[config.mk]
export PLATFORM = sky130hd
export DESIGN_NAME = soc_addr_router
export DESIGN_NICKNAME = d
export VERILOG_FILES = /design/src/rtl/soc_addr_router.sv
export SDC_FILE = /design/constraint.sdc
export NUM_CORES = 2
export LEC_CHECK = 0
export BUFFER_PORTS_ARGS = -buffer_cell sky130_fd_sc_hd__buf_2
export CORE_MARGIN = 2
export CORE_UTILIZATION = 45
export DETAILED_ROUTE_END_ITERATION = 8
export GPL_TIMING_DRIVEN = 0
export HOLD_SLACK_MARGIN = 0.08
export PLACE_DENSITY = 0.68
export SYNTH_ARGS = -nofsm -noshare
export SYNTH_HDL_FRONTEND = slang
export SYNTH_SLANG_ARGS = --single-unit
export TNS_END_PERCENT = 10
[constraint.sdc]
create_clock -name clk_i -period 7.3 [get_ports clk_i]
set_clock_uncertainty 0.1 [all_clocks]
set_input_delay 0.365 -clock clk_i [delete_from_list [all_inputs] [get_ports clk_i]]
set_output_delay 0.365 -clock clk_i [all_outputs]
set_load 0.02 [all_outputs]
[src/rtl/soc_addr_router.sv]
// soc_addr_router: decodes a request address against a programmable rule table
// (base/length per target) and returns the matching rule index through a
// one-entry output register with valid/ready handshaking.
//
// Ports:
//   clk_i, rst_ni                 clock, asynchronous active-low reset
//   req_valid_i/req_ready_o       request handshake, req_addr_i request address
//   out_valid_o/out_ready_i       result handshake
//   out_addr_o/out_idx_o/out_err_o registered address, matched index, no-match flag
//   cfg_we_i/cfg_idx_i/cfg_field_i/cfg_wdata_i  rule write (field 0 base, 1 length)
//   cfg_lock_i/locked_o           sticky write lock (cleared only by reset)
//   cfg_err_o                     one-cycle pulse on a rejected write
//   err_cnt_o                     saturating count of accepted requests with no match
module soc_addr_router #(
  parameter int unsigned NR_RULES = 11,
  parameter int unsigned ADDR_WIDTH = 64,
  parameter logic [ADDR_WIDTH-1:0] RULE_BASE [NR_RULES] = '{
    ADDR_WIDTH'(32'h8000_0000), ADDR_WIDTH'(32'h6000_0000), ADDR_WIDTH'(32'h4000_0000),
    ADDR_WIDTH'(32'h3000_0000), ADDR_WIDTH'(32'h2000_0000), ADDR_WIDTH'(32'h1800_0000),
    ADDR_WIDTH'(32'h1000_0000), ADDR_WIDTH'(32'h0C00_0000), ADDR_WIDTH'(32'h0200_0000),
    ADDR_WIDTH'(32'h0001_0000), ADDR_WIDTH'(32'h0000_0000)},
  parameter logic [ADDR_WIDTH-1:0] RULE_LEN [NR_RULES] = '{
    ADDR_WIDTH'(32'h4000_0000), ADDR_WIDTH'(32'h0001_0000), ADDR_WIDTH'(32'h0000_1000),
    ADDR_WIDTH'(32'h0001_0000), ADDR_WIDTH'(32'h0080_0000), ADDR_WIDTH'(32'h0000_1000),
    ADDR_WIDTH'(32'h0000_1000), ADDR_WIDTH'(32'h03FF_FFFF), ADDR_WIDTH'(32'h000C_0000),
    ADDR_WIDTH'(32'h0001_0000), ADDR_WIDTH'(32'h0000_1000)},
  localparam int unsigned IDX_W = (NR_RULES > 1) ? $clog2(NR_RULES) : 1
) (
  input  logic                  clk_i,
  input  logic                  rst_ni,
  input  logic                  req_valid_i,
  output logic                  req_ready_o,
  input  logic [ADDR_WIDTH-1:0] req_addr_i,
  output logic                  out_valid_o,
  input  logic                  out_ready_i,
  output logic [ADDR_WIDTH-1:0] out_addr_o,
  output logic [IDX_W-1:0]      out_idx_o,
  output logic                  out_err_o,
  input  logic                  cfg_we_i,
  input  logic [IDX_W-1:0]      cfg_idx_i,
  input  logic                  cfg_field_i,
  input  logic [ADDR_WIDTH-1:0] cfg_wdata_i,
  input  logic                  cfg_lock_i,
  output logic                  cfg_err_o,
  output logic                  locked_o,
  output logic [15:0]           err_cnt_o
);

  logic [ADDR_WIDTH-1:0] base_q [NR_RULES];
  logic [ADDR_WIDTH-1:0] base_d [NR_RULES];
  logic [ADDR_WIDTH-1:0] len_q  [NR_RULES];
  logic [ADDR_WIDTH-1:0] len_d  [NR_RULES];

  logic                  out_valid_q, out_valid_d;
  logic [ADDR_WIDTH-1:0] out_addr_q, out_addr_d;
  logic [IDX_W-1:0]      out_idx_q, out_idx_d;
  logic                  out_err_q, out_err_d;
  logic                  cfg_err_q, cfg_err_d;
  logic                  locked_q, locked_d;
  logic [15:0]           err_cnt_q, err_cnt_d;

  logic             accept;
  logic             hit;
  logic [IDX_W-1:0] hit_idx;
  logic             cfg_ok;

  assign req_ready_o = !out_valid_q || out_ready_i;
  assign accept      = req_valid_i && req_ready_o;

  // Scan from the top index down so the lowest matching index is the one left.
  // Offset compare (addr - base < len) avoids base + len wrapping at the top.
  always_comb begin
    hit     = 1'b0;
    hit_idx = '0;
    for (int i = int'(NR_RULES) - 1; i >= 0; i--) begin
      if ((req_addr_i >= base_q[i]) && ((req_addr_i - base_q[i]) < len_q[i])) begin
        hit     = 1'b1;
        hit_idx = IDX_W'(i);
      end
    end
  end

  // Write checks the lock state held before this edge, so write+lock applies the write.
  assign cfg_ok = cfg_we_i && !locked_q && (32'(cfg_idx_i) < NR_RULES);

  always_comb begin
    base_d    = base_q;
    len_d     = len_q;
    cfg_err_d = cfg_we_i && !cfg_ok;
    locked_d  = locked_q || cfg_lock_i;
    for (int i = 0; i < int'(NR_RULES); i++) begin
      if (cfg_ok && (cfg_idx_i == IDX_W'(i))) begin
        if (cfg_field_i) len_d[i]  = cfg_wdata_i;
        else             base_d[i] = cfg_wdata_i;
      end
    end
  end

  always_comb begin
    out_valid_d = out_valid_q;
    out_addr_d  = out_addr_q;
    out_idx_d   = out_idx_q;
    out_err_d   = out_err_q;
    err_cnt_d   = err_cnt_q;
    if (accept) begin
      out_valid_d = 1'b1;
      out_addr_d  = req_addr_i;
      out_idx_d   = hit ? hit_idx : '0;
      out_err_d   = !hit;
      if (!hit && (err_cnt_q != 16'hFFFF)) err_cnt_d = err_cnt_q + 16'd1;
    end else if (out_ready_i) begin
      out_valid_d = 1'b0;
    end
  end

  always_ff @(posedge clk_i or negedge rst_ni) begin
    if (!rst_ni) begin
      for (int i = 0; i < int'(NR_RULES); i++) begin
        base_q[i] <= RULE_BASE[i];
        len_q[i]  <= RULE_LEN[i];
      end
      out_valid_q <= 1'b0;
      out_addr_q  <= '0;
      out_idx_q   <= '0;
      out_err_q   <= 1'b0;
      cfg_err_q   <= 1'b0;
      locked_q    <= 1'b0;
      err_cnt_q   <= '0;
    end else begin
      base_q      <= base_d;
      len_q       <= len_d;
      out_valid_q <= out_valid_d;
      out_addr_q  <= out_addr_d;
      out_idx_q   <= out_idx_d;
      out_err_q   <= out_err_d;
      cfg_err_q   <= cfg_err_d;
      locked_q    <= locked_d;
      err_cnt_q   <= err_cnt_d;
    end
  end

  assign out_valid_o = out_valid_q;
  assign out_addr_o  = out_addr_q;
  assign out_idx_o   = out_idx_q;
  assign out_err_o   = out_err_q;
  assign cfg_err_o   = cfg_err_q;
  assign locked_o    = locked_q;
  assign err_cnt_o   = err_cnt_q;

endmodule
==> results by group <==
Timing
  • Fmax: 0.1389 GHz
  • Max_slew headroom: 7.425%
  • Final hold viol count: 0
  • Hold_ws: 129.9 ps
  • Crit path time final: 7199 ps
  • Slew @ Worst Pin: 1389 ps
  • Max Slew Vio Count: 0
  • Part of the cycle the worst path needs: 98.61%
  • Final setup fails: 0

Drt
  • Initial DRC count: 6121
  • Metal3 WL: 15490 um
  • First-pass DRT Iterations: 6
  • Vias/cell: 5.579
  • Metal1 wirelength: 146500 um
  • Max Used Layer: met4
  • Met2 Wirelength: 156400 um
  • Final ANT Viol Nets: 0
  • DRC: 0
  • DR vias: 92970
  • Avg WL per Cell: 20.39 um
  • Drt total wl: 339800 um

Setup path
  • Worst path arrival time: 7800 ps
  • CP Max Fanout: 6
  • CP max-delay cell: a221o_2
  • Buf/Inv on CP: 2
  • Top delay family on crit path: compound AO/OA/AOI/OAI gates
  • Crit Path Category: reg -> reg
  • Setup crit end kind: flop
  • R2R cell count: 28
  • Critical path's largest stage delay: 500 ps
  • Setup crit start kind: flop
  • Critical Path RT: 7900 ps
  • Levels on crit path: 28

Clock tree
  • Total CTS buffers: 172
  • Longest Clk Path Bufs: 3
  • H-tree depth: 4
  • Root Driver: clkbuf_16
  • Worst skew pair latency: 860 ps
  • CTS tree: built
  • Clk sinks: 1496
  • Worst-path clk slew: 70 ps

Global route
  • Total track usage: 26.03%
  • Number of global-route vias before repair: 91670
  • First-pass GRT wire length: 517700 um
  • Initial antenna violation count: 31
  • Largest net degree at the start of global routing: 162
  • Remaining Overflow, GRT: 0

Synth
  • Post-Synth XOR/XNOR Area: 5.160%
  • Mux share of post-synthesis cell area: 8.409%
  • Simple logic cell fraction of the synthesized area: 10.52%
  • Main combinational cell family by area after synthesis: compound AO/OA/AOI/OAI gates
  • Seq cells post-synth: 1496
  • Post-synth cell types: 114
  • Asr flop ratio synth: 100.0%
  • Mapped Cells: 12670
  • Synth Area in Compound Gates: 19.79%
  • Mapped Nets: 14220
  • EDFF count, synth: 0
  • Ys flop type: dfrtp_1
  • Adder-Cell Fraction of Synth Area: 15.69%
  • Synthesized area: 0.1129 mm^2
  • Mapped Avg Cell Area: 8.908 um^2
  • Register area share after synthesis: 33.22%
  • Warnings from Yosys: 0

Status
  • Status: finished, final reports clean

Placement
  • HPWL after DPL: 273600 um
  • Routability Congestion: 0.9745
  • DP Area: 0.1185 mm^2
  • PortBufs: 224

Cells and area
  • Filler Cells Inserted: 23650
  • Area Growth Syn to Fin: 11.72%
  • Final Instance Area: 0.1261 mm^2
  • Nets: 14720
  • Proportion of layout cells with a drive suffix above 1: 12.08%
  • Post-layout util: 50.62%

Die
  • Placeable Area: 0.2491 mm^2
  • Die area: 0.2548 mm^2
  • Die H: 504.8 um
  • Rows: 183
  • Starting Density: 45.31%
  • Num ports: 228
  • Die Width: 504.8 um

Run
  • Max-cap viol count: 0

Power
  • Power per cell area: 176.1 mW/mm^2
  • Lkg Pwr: 0.06180 uW
  • Worst vdd ir: 204.1 uV
  • Pwr Total: 22200 uW

Hold path
  • Hold Path Class: in -> reg
  • Hold path depth: 3
repair_timing:
item / in CTS / in global routing
endpoints found under the hold margin: 747 / 0
setup endpoints to repair: 21 / 21
buffers inserted: 1 / 14
pin swaps: 5 / 14
gates resized for setup: 38 / 59
hold buffers: 80 / 0
cell usage in the layout (no fill, tap or decap), types with 419 or more instances in the layout:
master and instances:
inv_1 1630, a21o_1 723, mux2_2 842, o21ai_0 1079, ha_1 1398, a21oi_1 878, xnor2_1 436, dfrtp_1 1445
nor2_1 419, nand2_1 1078, clkbuf_1 524
stage by stage:
step	setup slack (ps)	std cells	setup TNS (ps)
after floorplan	1164	12670	0
after global placement	-28150	16220	-
after CTS	8.952	16640	0
final	101.4	16670	0
after global routing	-9.146	16660	-9.510
after detailed placement	-2040	16240	-38460
flip-flops by register name, indices dropped and copies added (netlist names):
register	cells
base_q	704
err_cnt_o	16
out_err_o	1
len_q	704
cfg_err_o	1
locked_o	1
out_idx_o	4
out_addr_o	64
out_valid_o	1
synthesized netlist by cell type, types with 29 or more instances:
master,n,share of area [%]
a211oi_1,67,0.45
nor2_1,421,1.4
a21boi_0,31,0.21
nand3_1,183,0.81
mux2_2,842,8.4
o21a_1,94,0.63
nor4_1,35,0.19
clkbuf_1,502,1.7
a221oi_1,33,0.26
xor2_1,229,1.8
ha_1,1398,15
inv_1,1631,5.4
xnor2_1,436,3.4
a31oi_1,76,0.42
dfrtp_1,1445,32
and2_1,37,0.21
o31ai_1,40,0.27
nand4_1,276,1.5
o21ai_0,1085,4.8
nor3_1,121,0.54
a21oi_1,883,3.9
o21bai_1,137,0.91
and3_1,86,0.48
dfstp_2,51,1.2
a21o_1,723,4.8
nand2_1,1078,3.6
nand2b_1,84,0.47
nor2b_1,94,0.52
o211ai_1,51,0.34
or3_1,29,0.16
o21ai_1,48,0.21
logic make-up (layout without fill, tap and decap cells):
logic type	Yosys count	in the layout
flops	1496	1496
other cells	0	16
xor+xnor	665	665
buf+inv	2156	2805
fa+ha+maj	1409	1409
compound gates	3568	3568
mux	843	843
simple gates	2533	2533
per-layer routing:
layer  up-vias  GRT usage (%)
met5         -              0
met4         0          14.48
met3       726          2.788
met2      2293          43.20
met1     44600          33.09
li1      45350              -
worst reg2reg max path: cells and delay by family, from the launching register on:
kind,cells,cell delay [ps]
compound gates,16,3930
buf+inv,2,240
xor+xnor,1,90
flops,1,350
mux,1,330
fa+ha+maj,3,860
simple gates,5,1190
power breakdown:
part           total [uW]  internal, uW  switching [uW]
Clock                9400          5640            3760
Sequential           8580          8470             112
Combinational        4220          1590            2630
final timing paths:
path | from | endpoint | slack [ps]
worst min register to register | out_addr_o[0]$_DFFE_PN0P_ | out_addr_o[0]$_DFFE_PN0P_ | 380
worst max register to register | base_q[576]$_DFFE_PN0P_ | err_cnt_o[1]$_DFFE_PN0P_ | 100
max in group asynchronous | rst_ni | err_cnt_o[10]$_DFFE_PN0P_ | 3110
worst min-delay path | req_addr_i[0] | out_addr_o[0]$_DFFE_PN0P_ | 130
worst max-delay path | base_q[576]$_DFFE_PN0P_ | err_cnt_o[1]$_DFFE_PN0P_ | 100
min in group asynchronous | rst_ni | len_q[457]$_DFFE_PN0P_ | 600
area by class of cell:
type                       instances  area, um^2  share of cell area, %
multi-input combinational       9018       67740                  53.72
sequential                      1496       37500                  29.74
buffer                           525        2014                  1.598
clock buffer                     224        4835                  3.834
timing repair buffer             332        2402                  1.905
clock inverter                    93        1275                  1.011
antenna                           16       40.04                0.03175
inverter                        1631        6126                  4.858
tap                             3330        4167                  3.304
Power figures use the tool's default switching activity.
